$ cat config.mk
export PLATFORM = sky130hd
export DESIGN_NAME = polyunit_seq
export DESIGN_NICKNAME = d
export VERILOG_FILES = /design/src/rtl/polyunit_seq.sv
export SDC_FILE = /design/constraint.sdc
export NUM_CORES = 1
export LEC_CHECK = 0
export CAP_MARGIN = 20
export CORE_MARGIN = 5
export CORE_UTILIZATION = 30
export CTS_CLUSTER_SIZE = 8
export DETAILED_ROUTE_END_ITERATION = 8
export GPL_TIMING_DRIVEN = 0
export SYNTH_ARGS = -nofsm -noshare
export SYNTH_HDL_FRONTEND = slang
export SYNTH_HIERARCHICAL = 1
export SYNTH_SLANG_ARGS = --single-unit
$ cat constraint.sdc
create_clock -name clk_i -period 1.99 [get_ports clk_i]
set_input_delay 0.398 -clock clk_i [delete_from_list [all_inputs] [get_ports clk_i]]
set_output_delay 0.398 -clock clk_i [all_outputs]
set_load 0.005 [all_outputs]
$ cat src/rtl/polyunit_seq.sv
// Coefficient-wise add/sub/copy/zero sequencer mod Q for the Kyber polynomial unit.
// Streams all N addresses of RAM A/B through a 2-stage read->combine->write pipe into RAM C.

module polyunit_seq_alu #(
    parameter int WIDTH = 12,
    parameter int Q     = 3329
) (
    input  logic [WIDTH-1:0] a_i,
    input  logic [WIDTH-1:0] b_i,
    input  logic [1:0]       mode_i,
    output logic [WIDTH-1:0] res_o
);
    localparam logic [WIDTH:0] QW = (WIDTH+1)'(Q);

    logic [WIDTH:0] a_x, b_x, a_r, b_r, sum;

    // Raw operands are below 2Q, so one conditional subtract fully reduces them.
    always_comb begin
        a_x = {1'b0, a_i};
        b_x = {1'b0, b_i};
        a_r = (a_x >= QW) ? a_x - QW : a_x;
        b_r = (b_x >= QW) ? b_x - QW : b_x;
        sum = a_r + b_r;
        unique case (mode_i)
            2'd0:    res_o = (sum >= QW) ? WIDTH'(sum - QW) : sum[WIDTH-1:0];
            2'd1:    res_o = (a_r >= b_r) ? WIDTH'(a_r - b_r) : WIDTH'(a_r + QW - b_r);
            2'd2:    res_o = a_r[WIDTH-1:0];
            default: res_o = '0;
        endcase
    end
endmodule

module polyunit_seq #(
    parameter int WIDTH = 12,
    parameter int N     = 256,
    parameter int AW    = 8,
    parameter int Q     = 3329
) (
    input  logic             clk_i,
    input  logic             rst_i,
    input  logic             start_i,
    input  logic [1:0]       mode_i,
    output logic             busy_o,
    output logic             done_o,
    output logic             rd_en_o,
    output logic [AW-1:0]    rd_addr_o,
    input  logic [WIDTH-1:0] a_data_i,
    input  logic [WIDTH-1:0] b_data_i,
    output logic             wr_en_o,
    output logic [AW-1:0]    wr_addr_o,
    output logic [WIDTH-1:0] wr_data_o
);
    typedef enum logic [1:0] {S_IDLE, S_READ, S_DRAIN, S_FIN} state_t;

    typedef struct packed {
        logic [AW-1:0]    addr;
        logic [WIDTH-1:0] data;
    } wr_req_t;

    localparam logic [AW-1:0] LAST = AW'(N - 1);

    state_t          state_q;
    logic [1:0]      mode_q;
    logic            busy_q, done_q, rd_en_q;
    logic [AW-1:0]   rd_addr_q;
    // vld_pipe_q[0]: RAM data for s1_addr_q is on a_data/b_data; [1]: write stage live.
    logic [1:0]      vld_pipe_q;
    logic [AW-1:0]   s1_addr_q;
    wr_req_t         wr_q, wr_d;
    logic [WIDTH-1:0] alu_res;

    polyunit_seq_alu #(.WIDTH(WIDTH), .Q(Q)) u_alu (
        .a_i    (a_data_i),
        .b_i    (b_data_i),
        .mode_i (mode_q),
        .res_o  (alu_res)
    );

    always_ff @(posedge clk_i or posedge rst_i) begin
        if (rst_i) begin
            state_q   <= S_IDLE;
            mode_q    <= '0;
            busy_q    <= 1'b0;
            done_q    <= 1'b0;
            rd_en_q   <= 1'b0;
            rd_addr_q <= '0;
        end else begin
            unique case (state_q)
                S_IDLE: begin
                    if (start_i) begin
                        mode_q    <= mode_i;
                        busy_q    <= 1'b1;
                        rd_en_q   <= 1'b1;
                        rd_addr_q <= '0;
                        state_q   <= S_READ;
                    end
                end
                S_READ: begin
                    if (rd_addr_q == LAST) begin
                        rd_en_q <= 1'b0;
                        state_q <= S_DRAIN;
                    end else begin
                        rd_addr_q <= rd_addr_q + AW'(1);
                    end
                end
                S_DRAIN: begin
                    // The final write is on the bus this cycle; done follows it.
                    if (vld_pipe_q[1] && wr_q.addr == LAST) begin
                        done_q  <= 1'b1;
                        state_q <= S_FIN;
                    end
                end
                S_FIN: begin
                    done_q  <= 1'b0;
                    busy_q  <= 1'b0;
                    state_q <= S_IDLE;
                end
                default: state_q <= S_IDLE;
            endcase
        end
    end

    always_comb begin
        wr_d.addr = s1_addr_q;
        wr_d.data = alu_res;
    end

    always_ff @(posedge clk_i or posedge rst_i) begin
        if (rst_i) begin
            vld_pipe_q <= '0;
            s1_addr_q  <= '0;
            wr_q       <= '0;
        end else begin
            vld_pipe_q <= {vld_pipe_q[0], rd_en_q};
            s1_addr_q  <= rd_addr_q;
            if (vld_pipe_q[0])
                wr_q <= wr_d;
        end
    end

    assign busy_o    = busy_q;
    assign done_o    = done_q;
    assign rd_en_o   = rd_en_q;
    assign rd_addr_o = rd_addr_q;
    assign wr_en_o   = vld_pipe_q[1];
    assign wr_addr_o = wr_q.addr;
    assign wr_data_o = wr_q.data;
endmodule

# Word-level counts from Yosys, hierarchy flattened
# Cells that the tools add are included.
[op_classes]
add_sub_neg = 8
mux = 18
n_lt_le_gt_ge = 4
n_reduce_logical = 12
n_eq_ne = 11
[op_table]
columns = ["op", "count"]
rows = [
  ["$pmux W12 S3", 1],
  ["$mux W13", 2],
  ["$sub A12 B12 Y13 const B", 2],
  ["$ge A12 B12 Y1 const B", 2],
  ["$mux W12", 2],
  ["$sub A12 B12 Y12", 2],
  ["$eq A8 B8 Y1 const B", 2],
  ["$mux W8", 2],
  ["$pmux W8 S2", 1],
  ["$add A13 B13 Y13", 1],
  ["$ge A13 B12 Y1 const B", 1],
  ["$ge A13 B13 Y1", 1],
  ["$add A12 B12 Y12 const B", 1],
  ["$sub A12 B12 Y12 const B", 1],
  ["$reduce_and A3 Y1", 3],
  ["$add A8 B1 Y8 const B", 1],
  ["$ne A2 B2 Y1 const B", 4],
  ["$pmux W2 S4", 1],
  ["$eq A2 B2 Y1 const B", 3],
  ["$mux W2", 3],
  ["$pmux W1 S2", 3],
  ["$reduce_and A2 Y1", 3],
  ["$reduce_bool A2 Y1", 3],
  ["$eq A2 B1 Y1 const B", 2],
  ["other kinds (3)", 6],
]
[totals]
elab_cells = 63
regBits = 45
input_bits = 29
output_inout_bits = 32

# Longest topological paths before layout
# Gate-level depths: netlist of the first run.
[depth]
ltp_word = 6
depth_mapped = 23
ltp_nobuf = 21

# Hierarchy
# Netlist of the first run, hierarchy kept.
[modules_own_cells]
columns = ["module", "seq_area_each_um2", "n_inst", "area_each_um2", "cells_per_inst"]
rows = [
  ["polyunit_seq_alu", 0.0, 1, 3044.2, 432],
  ["polyunit_seq", 1126.1, 1, 1919.3, 149],
]

# Worst setup path before layout of the first run
# Ideal clock, no wire load.
[synth_path]
path_type = "in2reg"
startpoint = "in b_data_i[2]"
endpoint = "reg wr_q, in the netlist wr_data_o[10]"
t_required_ns = 1.865
path_slack_ns = -2.827
n_path_buf = 0
setup_ns = 0.125
stages = 19
arrival_ns = 4.693
cell_sequence = "or3_1 nor4_1 and3_1 a21boi_0 o21bai_2 xnor2_1 ha_1 inv_1 fa_1 nand2b_2 a2111oi_4 nor3_1 or3_1 a211oi_2 o22ai_1 or4b_1 o311ai_1 o22ai_1 mux2_2"
[synth_between]
elab_chain_len = 6
elab_cells_between_ends = 12
cone_classes = "add/sub (5); order compare (3); mux (4)"
[synth_rtl]
columns = ["item", "line", "text"]
rows = [
  ["from (decl)", "48", "input logic [WIDTH-1:0] b_data_i,"],
  ["$sub A12 B12 Y13 or $ge A12 B12 Y1 (tied branches)", "22", "b_r = (b_x >= QW) ? b_x - QW : b_x;"],
  ["$mux W13 (*)", "22", ""],
  ["$add A13 B13 Y13", "23", "sum = a_r + b_r;"],
  ["$sub A12 B12 Y12 or $ge A13 B12 Y1 (tied branches)", "25", "2'd0: res_o = (sum >= QW) ? WIDTH'(sum - QW) : sum[WIDTH-1:0];"],
  ["$mux W12", "25", ""],
  ["$pmux W12 S3 (*)", "24", "unique case (mode_i)"],
  ["named net alu_res[10]", "70", "logic [WIDTH-1:0] alu_res;"],
  ["to (signal assigned)", "137", "wr_q <= wr_d;"],
  ["to (decl)", "69", "wr_req_t wr_q, wr_d;"],
]
# Mark *: on every way through the listed nets, which the timed path passes. The rest lies on a longest branch.
# A chain may end at the register's enable or synchronous reset.

# Final worst setup path of the first run
[layout_path]
startpoint = "in b_data_i[2]"
endpoint = "reg wr_q, in the netlist wr_data_o[6]"
# Same word-level chain as after synthesis.

==> metrics.md, run 1 <==
| Metric | Value |
|---|---|
| Critical-path top delay cell | `a2111oi_4` |
| CP Class | `input port to register` |
| Critical path's top delay family | `compound AO/OA/AOI/OAI gates` |
| RePlAce Congestion | `0.8863` |
| Cell variety after synth | `73` |
| Max Clk Rate | `0.2128 GHz` |
| Final Cell Area | `0.007258 sq mm` |
| 1st-iter DRT viols | `306` |
| Max Transition Viols Final | `0` |
| Finished Core Util | `44.24%` |
| Clock buffer count from CTS | `5` |
| Placed insts | `862` |
| Syn-to-layout area delta | `46.23%` |
| Clock skew | `5.495 ps` |
| Drc violations | `0` |
| Tmin final | `4699 ps` |
| Buffers & Inverters on Critical Path | `5` |
| FF+latch count, synth | `45` |
| Area leader, netlist | `dfrtp_1` |
| Final WS setup | `-2709 ps` |
| Crit-path max cell delay | `450 ps` |
| Hold buffers post-CTS | `0` |
| Top cells by count, synth | `50 x ha_1, 50 x inv_1, 49 x nor2_1` |
| Die height | `138.6 microns` |
| Req. time, crit path | `2160 ps` |
| CP Cell Sequence | `buf_8 -> or3_4 -> nor4_4 -> and3_4 -> a21boi_4 -> o21bai_4 -> buf_12 -> xnor2_4 -> ha_4 -> inv_4 -> fa_2 -> nand2b_4 -> a2111oi_4 -> buf_4 -> nor3_4 -> o31a_1 -> o22ai_2 -> o22ai_2 -> buf_6 -> nor3_4 -> xnor2_1 -> a221o_1 -> mux2_4` |
| Final Hold Fails | `0` |
| Site row count | `47` |
| Final HPWL DP | `10.78 mm` |
| Die area | `0.01922 sq mm` |
| Worst-skew pair later-pin latency | `290 ps` |
| First-pass GRT wire length | `23.09 mm` |
| DIE WIDTH | `138.6 microns` |
| Synthesized cell area | `0.004964 sq mm` |
| Leak pwr | `3.165 nW` |
| Initial antenna violation count | `0` |
| Status | `finished with violations` |
| Post-synth net total | `670` |
| CTS tree | `done` |
| Post-synth EDFFs | `0` |
| Largest net degree at the start of global routing | `32` |
| DR vias/cell | `5.030` |
| Unrepaired setup endpoints after global routing | `true` |
| Max-slew headroom | `53.44%` |
| Worst-path fanout max | `6` |
| Share of the synthesized area in the top cell type | `22.69%` |
| I/O Buffers | `60` |
| Ys flop type | `dfrtp_1` |
| Final Routed Wirelength | `14.47 mm` |
| Synth area leaders | `dfrtp_1 23%, ha_1 13%, xnor2_1 6.0%, mux2_2 5.0%, fa_1 4.0%` |
| Cells after synthesis | `581` |
| Synth async-reset ratio | `100.0%` |
| Ant diodes | `0` |
| Initial Utilization | `30.25%` |
| Syn Area/Cell | `8.543 sq um` |
| Finished Layout Cells | `927` |
| Worst setup EP type | `register` |
| Clk sink count | `45` |
| Drt pass-1 iters | `4` |
| Vias in the first global route | `4434` |
| Share of post-route cells with drive strength above 1 | `32.67%` |
| Failing checks | `setup timing` |
| Max IR drop VDD | `0.3578 mV` |
| Vias after detailed routing | `4663` |
| Max cap viols | `0` |
| Drt wl/cell | `15.61 microns` |
| Hold Crit Class | `input port to async pin` |
| Critical path launch point type | `input port` |
| Clock Pin Slew Worst Setup and Hold Paths | `60 ps` |
| Arr. time, crit path | `4870 ps` |
| Pwr dens | `524.3 mW/mm^2` |
| Final setup vio count | `12` |
| Longest Clk Path Bufs | `2` |
| Global route overflow | `0` |
| Tcrit/Tclk final | `236.1%` |
| Measured slew at the worst slew-check pin | `698.4 ps` |
| Final #Nets | `795` |
| Yosys warning count | `6` |
| I/O pin cnt | `61` |
| Cell area after placement | `0.006037 sq mm` |
| Core area | `0.01641 sq mm` |
| Hold WS | `390.9 ps` |
| Routed Antenna Nets | `0` |
| Clock root buffer | `clkbuf_16` |
| H-Tree Depth | `2` |
| Sequential element share of the synthesized area | `22.69%` |
| GR Util All Layers | `14.18%` |
-- layout make-up --
cell class | instances | area (sq um)
inverter | 51 | 201.4
sequential | 45 | 1126
timing repair buffer | 118 | 1100
buffer | 18 | 127.6
multi-input combinational | 467 | 4288
clock buffer | 7 | 132.6
clock inverter | 1 | 7.507
tap | 220 | 275.3
fill | 1524 | 9149
-- cells in the final DEF, fill, tap and decap left out, types with 7 or more instances in the layout --
master           Yosys  final
inv_1               50     38
mux2_2              22     15
and2_1               7      7
nor3_1              14      7
clkdlybuf4s50_1      0     41
fa_1                10      7
nand2b_1             7      7
clkbuf_2             0      7
nand2_1             40     33
buf_6                1      8
o31ai_1              8      7
a21oi_1             31     25
a21o_1               7      7
clkbuf_1             7      8
xnor2_1             34     21
o21ai_0             25     17
mux2i_1              8      8
nor2_1              49     43
ha_1                50     39
o21ai_1              4     10
mux2_4               0      7
or3_4                0      8
xor2_1              13      9
buf_4                4     54
xnor2_2              0     10
nand3_1             15     15
inv_2                0     10
dfrtp_1             45     45
-- per-stage QoR --
step	setup WS, ps	TNS (ps)	power, mW
finish	-2709	-31100	3.806
global route	-2859	-32960	4.036
CTS	-2848	-32620	3.521
detailed placement	-3831	-44970	2.513
global placement	-3851	-62700	2.498
floorplan	-2524	-27780	2.138
-- timing repair --
action / CTS / global route
cloned: 0 / 1
resized for setup: 88 / 108
pin swaps: 41 / 51
endpoints found under the setup margin: 12 / 18
setup buffers: 33 / 23
-- routing by layer --
| metal | up-vias | wire length, microns | global-route usage, % |
|---|---|---|---|
| met5 | - | 0 | 0 |
| met2 | 91 | 7041 | 23.59 |
| met1 | 2237 | 6561 | 19.74 |
| met4 | 0 | 313 | 3.605 |
| li1 | 2306 | - | - |
| met3 | 29 | 553 | 1.552 |
-- worst reg2reg max path, stage by stage (launching register included) --
cell and delay [ps]:
dfrtp_1 350, clkbuf_1 400, nor2b_1 200, buf_1 400
o211ai_1 190, o211ai_1 140, mux2_4 180
-- cells by family after synthesis --
kind of cell / count (synthesis) / share of synthesized area (%)
simple gates: 190 / 19.46
xor+xnor: 47 / 8.294
mux: 30 / 6.605
flops: 45 / 22.69
buf+inv: 69 / 5.747
fa+ha+maj: 60 / 16.64
compound gates: 140 / 20.57
-- flip-flops by register name, summed over array words and instances (netlist names) --
signal      cells
busy_o          1
done_o          1
mode_q          2
rd_addr_o       8
rd_en_o         1
s1_addr_q       8
state_q         2
vld_pipe_q      2
wr_addr_o       8
wr_data_o      12
-- final timing paths --
check / startpoint / end / slack [ps] / cells after the start
setup / recovery: b_data_i[2] / wr_data_o[6] / -2710 / 23
hold / removal: rst_i / mode_q[0] / 390 / 2
setup reg to reg: mode_q[0] / wr_data_o[8] / 70 / 6
hold reg to reg: vld_pipe_q[0] / vld_pipe_q[1] / 400 / 0
max in group asynchronous: rst_i / s1_addr_q[7] / 1140 / 3
min in group clk_i: vld_pipe_q[0] / vld_pipe_q[1] / 400 / 0
-- power breakdown --
| group | leakage [nW] | switching [mW] | total [mW] | internal [mW] |
|---|---|---|---|---|
| Combinational | 2.50 | 1.11 | 2.08 | 0.974 |
| Clock | 0.0641 | 0.340 | 0.807 | 0.467 |
| Sequential | 0.598 | 0 | 0.915 | 0.915 |
| Total | 3.16 | 1.45 | 3.81 | 2.35 |
(Power assumes the default switching activity.)
==> run 2, diff against run 1 <==
--- a/config.mk
+++ b/config.mk
@@ -11,6 +11,7 @@
 export CTS_CLUSTER_SIZE = 8
 export DETAILED_ROUTE_END_ITERATION = 8
 export GPL_TIMING_DRIVEN = 0
+export SETUP_SLACK_MARGIN = 0.15
 export SYNTH_ARGS = -nofsm -noshare
 export SYNTH_HDL_FRONTEND = slang
 export SYNTH_HIERARCHICAL = 1
==> metrics.md, run 2 (same netlist as run 1, synthesis figures left out) <==
| Metric | Value |
|---|---|
| Pwr dens | `511.3 mW/mm^2 (-2.5%)` |
| Max-slew headroom | `54.21% (+0.76 points)` |
| Largest net degree at the start of global routing | `32 (unchanged)` |
| Sw frac | `38.21% (+0.084 points)` |
| Worst setup EP type | `register` |
| Die area | `0.01922 sq mm (unchanged)` |
| Clock skew | `4.776 ps (-0.7198 ps)` |
| Critical path launch point type | `input port` |
| I/O Buffers | `60 (unchanged)` |
| Hold buffers post-CTS | `0 (unchanged)` |
| Core area | `0.01641 sq mm (unchanged)` |
| RR Startpoint | `mode_q[0]` |
| Crit. Startpoint | `b_data_i[2]` |
| Failing checks | `setup timing` |
| Site row count | `47 (unchanged)` |
| Clock Pin Slew Worst Setup and Hold Paths | `60 ps (about the same)` |
| Commonest cells after routing, fill and taps aside | `70 x buf_4, 43 x nor2_1, 42 x dfrtp_1` |
| Max Clk Rate | `0.2126 GHz (-0.11%)` |
| Register area | `0.001130 sq mm (+0.33%)` |
| CTS tree | `done` |
| Final Hold Fails | `0 (unchanged)` |
| Fill count | `1494 (-2.0%)` |
| GRT busiest layer | `met2` |
| Syn-to-layout area delta | `50.16%` |
| Placed insts | `862 (unchanged)` |
| CP Cell Sequence | `buf_8 -> or3_4 -> nor4_4 -> and3_4 -> a21boi_4 -> o21bai_4 -> buf_12 -> xnor2_4 -> ha_4 -> inv_4 -> fa_2 -> nand2b_4 -> a2111oi_4 -> buf_4 -> nor3_4 -> o31a_1 -> o22ai_2 -> o22ai_2 -> buf_6 -> nor3_4 -> xnor2_1 -> a221o_1 -> mux2_4` |
| Global route overflow | `0 (unchanged)` |
| Share of post-route cells with drive strength above 1 | `35.55% (+2.9 points)` |
| Met2 Track Usage GR | `23.95% (+0.36 points)` |
| Drt pass-1 iters | `5 (+1)` |
| Max FFs per register | `12 (unchanged)` |
| Final #Nets | `811 (+2.0%)` |
| Worst-skew pair later-pin latency | `290 ps (about the same)` |
| DP Worst Slack | `-3831 ps (unchanged)` |
| Longest Clk Path Bufs | `2 (unchanged)` |
| Drc violations | `0 (unchanged)` |
| Critical path endpoint | `wr_data_o[6]` |
| CP Class | `input port to register` |
| Power share of the sequential group | `24.0% (about the same)` |
| RePlAce Congestion | `0.8863 (unchanged)` |
| Final WS setup | `-2714 ps (-4.970 ps)` |
| Initial antenna violation count | `0 (unchanged)` |
| Finished Core Util | `45.43% (+1.2 points)` |
| Drt wl/cell | `15.74 microns (+0.87%)` |
| Status | `finished with violations` |
| Clk sink count | `45 (unchanged)` |
| Max IR drop VDD | `0.3719 mV (+3.9%)` |
| Internal Power | `2.355 mW (about the same)` |
| Internal reg-to-reg setup slack | `80 ps (about the same)` |
| Max Transition Viols Final | `0 (unchanged)` |
| First-pass GRT wire length | `23.33 mm (+1.0%)` |
| Worst-path fanout max | `6 (unchanged)` |
| I/O pin cnt | `61 (unchanged)` |
| Unrepaired setup endpoints after global routing | `true` |
| P_sw | `1.456 mW (+0.35%)` |
| DIE WIDTH | `138.6 microns (unchanged)` |
| Hold Crit Class | `input port to async pin` |
| Final HPWL DP | `10.78 mm (unchanged)` |
| Leak pwr | `3.251 nW (+2.7%)` |
| Tcrit/Tclk final | `236.4% (+0.25 points)` |
| Finished Layout Cells | `943 (+1.7%)` |
| Arr. time, crit path | `4880 ps (about the same)` |
| Final Routed Wirelength | `14.85 mm (+2.6%)` |
| Final setup vio count | `12 (unchanged)` |
| Die height | `138.6 microns (unchanged)` |
| Vias in the first global route | `4508 (+1.7%)` |
| Multi-input logic area | `0.004357 sq mm (+1.6%)` |
| Crit-path max cell delay | `450 ps (about the same)` |
| Ant diodes | `0 (unchanged)` |
| Comb pwr share | `54.7% (about the same)` |
| 1st-iter DRT viols | `324 (+5.9%)` |
| Critical path's top delay family | `compound AO/OA/AOI/OAI gates` |
| M1 GR Usage | `19.78% (+0.042 points)` |
| RR Endpoint | `wr_data_o[5]` |
| Critical-path top delay cell | `a2111oi_4` |
| Buffers & Inverters on Critical Path | `5 (unchanged)` |
| Clock buffer count from CTS | `5 (unchanged)` |
| Tmin final | `4704 ps (+4.970 ps)` |
| Vias after detailed routing | `4768 (+2.3%)` |
| Commonest non-fill, non-tap cell in the layout | `buf_4` |
| H-Tree Depth | `2 (unchanged)` |
| Reg2Reg Depth | `6 (unchanged)` |
| Clock power frac | `21.3% (about the same)` |
| Routed Antenna Nets | `0 (unchanged)` |
| Measured slew at the worst slew-check pin | `686.9 ps (-11.47 ps)` |
| Clock root buffer | `clkbuf_16` |
| DR vias/cell | `5.056 (+0.52%)` |
| Req. time, crit path | `2170 ps (about the same)` |
| Initial Utilization | `30.25% (unchanged)` |
| GR Util All Layers | `14.31% (+0.13 points)` |
| Critical Path Stages | `23 (unchanged)` |
| Max cap viols | `0 (unchanged)` |
| Met3 GRT Util | `1.552% (unchanged)` |
-- run 2: worst min-delay path by stage --
stage	from	endpoint	slack, ps	depth (start not counted)
after floorplan	vld_pipe_q[0]	vld_pipe_q[1]	370	0
after global placement	rd_addr_o[5]	s1_addr_q[5]	390	0
after detailed placement	rd_addr_o[5]	s1_addr_q[5]	400	0
after CTS	rst_i	mode_q[0]	400	2
after global routing	vld_pipe_q[0]	vld_pipe_q[1]	410	0
final	rst_i	mode_q[0]	390	2
-- run 2: repair_timing --
action | in CTS | in global routing
setup endpoints to repair | 17 | 18
gates resized for setup | 93 | 120
pin swaps | 43 | 55
gates cloned | 0 | 1
setup buffers | 38 | 34
-- run 2: final cells by class --
class                      instances  area share, %
multi-input combinational        467          58.45
clock inverter                     1         0.1007
buffer                            18          1.712
sequential                        45          15.16
clock buffer                       7          1.779
inverter                          51          2.703
timing repair buffer             134          16.40
tap                              220          3.693
-- run 2: metal layers --
metal	part of all wire (%)	wire length, microns	vias to the layer above
li1	-	-	2345
met1	45	6699	2291
met2	49	7332	106
met3	3.6	530	26
met4	1.9	285	0
met5	0	0	-
-- run 2: power groups by stage --
stage | clock, mW | combinational [mW] | sequential [mW]
finish | 0.813 | 2.08 | 0.915
global route | 0.858 | 2.26 | 0.914
CTS | 0.822 | 1.78 | 0.915
detailed placement | 0 | 1.58 | 0.932
global placement | 0 | 1.57 | 0.932
floorplan | 0 | 1.21 | 0.932
-- run 2: stage by stage --
step                      hold slack (ps)  total power, mW  TNS [ps]  instance area (sq um)
after floorplan                     370.4            2.138    -27780                   5141
after global placement              391.7            2.498    -62700                   6017
after detailed placement            395.6            2.513    -44970                   6037
after CTS                           404.0            3.522    -32620                   6730
after global routing                410.8            4.036    -32940                   7453
final                               392.3            3.811    -30980                   7453
==> run 3, diff against run 2 <==
==> constraint.sdc (replaced) <==
create_clock -name clk_i -period 5.1 [get_ports clk_i]
set_input_delay 1.02 -clock clk_i [delete_from_list [all_inputs] [get_ports clk_i]]
set_output_delay 1.02 -clock clk_i [all_outputs]
set_load 0.005 [all_outputs]
==> metrics.md, run 3 (same netlist as run 1, synthesis figures left out) <==
| Metric | Value |
|---|---|
| Status | `finished with violations` |
| Failing checks | `setup timing` |
| Pwr dens | `205.1 mW/mm^2 (-60%)` |
| Drc violations | `0 (unchanged)` |
| Crit-path max cell delay | `540 ps (+90 ps)` |
| Final Hold Fails | `0 (unchanged)` |
| Hold buffers post-CTS | `0 (unchanged)` |
| Tmin final | `5406 ps` |
| 1st-iter DRT viols | `388 (+20%)` |
| Final #Nets | `770 (-5.1%)` |
| Critical path launch point type | `input port` |
| DR vias/cell | `5.003 (-1.0%)` |
| Ant diodes | `0 (unchanged)` |
| Max cap viols | `0 (unchanged)` |
| Initial Utilization | `30.25% (unchanged)` |
| Critical path's top delay family | `simple AND/OR/NAND/NOR gates` |
| Final Cell Area | `0.006805 sq mm (-8.7%)` |
| DIE WIDTH | `138.6 microns (unchanged)` |
| Share of post-route cells with drive strength above 1 | `25.37% (-10 points)` |
| CP Class | `input port to register` |
| Hold Crit Class | `register to register` |
| Met2 Track Usage GR | `24.49% (+0.54 points)` |
| RR Startpoint | `rd_addr_o[0]` |
| Final WS setup | `-305.6 ps (+2409 ps)` |
| Max FFs per register | `12 (unchanged)` |
| Final HPWL DP | `10.82 mm (+0.43%)` |
| CTS tree | `done` |
| DP Worst Slack | `-1319 ps (+2512 ps)` |
| RR Endpoint | `state_q[1]` |
| Max-slew headroom | `55.55% (+1.3 points)` |
| Die area | `0.01922 sq mm (unchanged)` |
| Max Clk Rate | `0.1850 GHz` |
| Routed Antenna Nets | `0 (unchanged)` |
| Critical path endpoint | `wr_data_o[10]` |
| Fin Setup TNS | `-2040 ps (+28940 ps)` |
| Syn-to-layout area delta | `37.11%` |
| Finished Layout Cells | `902 (-4.3%)` |
| Fill count | `1591 (+6.5%)` |
| Largest net degree at the start of global routing | `39 (+22%)` |
| GR Util All Layers | `13.86% (-0.45 points)` |
| Drt pass-1 iters | `5 (unchanged)` |
| Max Transition Viols Final | `0 (unchanged)` |
| Site row count | `47 (unchanged)` |
| GRT busiest layer | `met2` |
| Global route overflow | `0 (unchanged)` |
| Leak pwr | `2.992 nW (-8.0%)` |
| Clock buffer count from CTS | `5 (unchanged)` |
| Arr. time, crit path | `5570 ps (+690 ps)` |
| Longest Clk Path Bufs | `2 (unchanged)` |
| Req. time, crit path | `5260 ps (+3090 ps)` |
| Clock Pin Slew Worst Setup and Hold Paths | `60 ps (about the same)` |
| I/O Buffers | `60 (unchanged)` |
| Crit. Startpoint | `b_data_i[2]` |
| Unrepaired setup endpoints after global routing | `true` |
| Crit path top cell by count | `o22ai_2` |
| Final setup vio count | `11 (-1)` |
| First-pass GRT wire length | `22.40 mm (-4.0%)` |
| Hold WS | `403.0 ps (+10.72 ps)` |
| Core area | `0.01641 sq mm (unchanged)` |
| Final Routed Wirelength | `14.14 mm (-4.8%)` |
| Final total power | `1.396 mW (-63%)` |
| CP Cell Sequence | `buf_6 -> or3_4 -> nor4_4 -> and3_4 -> a21boi_4 -> o21bai_4 -> buf_12 -> xnor2_4 -> ha_2 -> inv_2 -> fa_2 -> nand2b_4 -> a2111oi_4 -> buf_4 -> nor3_4 -> o31a_1 -> o22ai_2 -> o22ai_2 -> or4b_4 -> o311ai_4 -> o22ai_2 -> mux2_4` |
| RePlAce Congestion | `0.8607 (-2.9%)` |
| Worst-skew pair later-pin latency | `280 ps (about the same)` |
| Placed insts | `862 (unchanged)` |
| Vias in the first global route | `4433 (-1.7%)` |
| Commonest cells after routing, fill and taps aside | `45 x inv_1, 45 x ha_1, 45 x dfrtp_1` |
| M1 GR Usage | `18.66% (-1.1 points)` |
| Critical-path top delay cell | `or4b_4` |
| Clock skew | `2.730 ps (-2.046 ps)` |
| H-Tree Depth | `2 (unchanged)` |
| Finished Core Util | `41.48% (-4.0 points)` |
| Met3 GRT Util | `1.207% (-0.34 points)` |
| Max IR drop VDD | `0.1148 mV (-69%)` |
| Vias after detailed routing | `4513 (-5.3%)` |
| Initial antenna violation count | `0 (unchanged)` |
| Worst-path fanout max | `6 (unchanged)` |
| Internal reg-to-reg setup slack | `3130 ps (+3050 ps)` |
| Drt wl/cell | `15.68 microns (-0.44%)` |
| Critical Path Stages | `22 (-4.3%)` |
| Reg2Reg Depth | `5 (-1)` |
| Clock root buffer | `clkbuf_16` |
| Cell area after placement | `0.005972 sq mm (-1.1%)` |
| Tcrit/Tclk final | `106.0%` |
| Clk sink count | `45 (unchanged)` |
| Measured slew at the worst slew-check pin | `659.5 ps (-27.45 ps)` |
| Buffers & Inverters on Critical Path | `4 (-1)` |
| I/O pin cnt | `61 (unchanged)` |
| Worst setup EP type | `register` |
| Die height | `138.6 microns (unchanged)` |
-- run 3: cell types whose count changed in the layout (fill, tap and decap cells not counted), sizes merged --
cell and change:
buf -39, clkbuf -6, clkdlybuf4s15 -2, clkdlybuf4s50 +2
clkinv +1, dlygate4sd2 +4, inv -1
-- run 3: timing repair --
item / in CTS / in global routing
setup buffers: 18 / 14
gates resized for setup: 68 / 70
pin swaps: 25 / 34
endpoints found under the setup margin: 12 / 12
-- run 3: cell type report --
class | instances | area [sq um] | share of cell area [%]
buffer | 18 | 106.4 | 1.563
inverter | 51 | 192.7 | 2.831
multi-input combinational | 467 | 4093 | 60.14
sequential | 45 | 1126 | 16.55
clock inverter | 1 | 7.507 | 0.1103
clock buffer | 7 | 132.6 | 1.949
timing repair buffer | 93 | 872.1 | 12.81
tap | 220 | 275.3 | 4.045
-- run 3: layer usage --
metal	up-vias	wire [microns]
met5	-	0
met4	0	146
met3	15	262
met2	68	7095
met1	2182	6635
li1	2248	-
-- run 3: worst min-delay path by stage --
stage,endpoint,startpoint,slack (ps),cells past startpoint
final,s1_addr_q[5],rd_addr_o[5],400,0
after global placement,vld_pipe_q[1],vld_pipe_q[0],400,0
after global routing,s1_addr_q[5],rd_addr_o[5],440,0
after floorplan,vld_pipe_q[1],vld_pipe_q[0],370,0
after detailed placement,s1_addr_q[5],rd_addr_o[5],390,0
after CTS,s1_addr_q[5],rd_addr_o[5],410,0
-- run 3: report_power, final --
part	leakage, nW	internal (mW)	total (mW)	switching, mW
Sequential	0.598	0.357	0.357	0
Combinational	2.33	0.325	0.730	0.406
Clock	0.0641	0.182	0.309	0.127
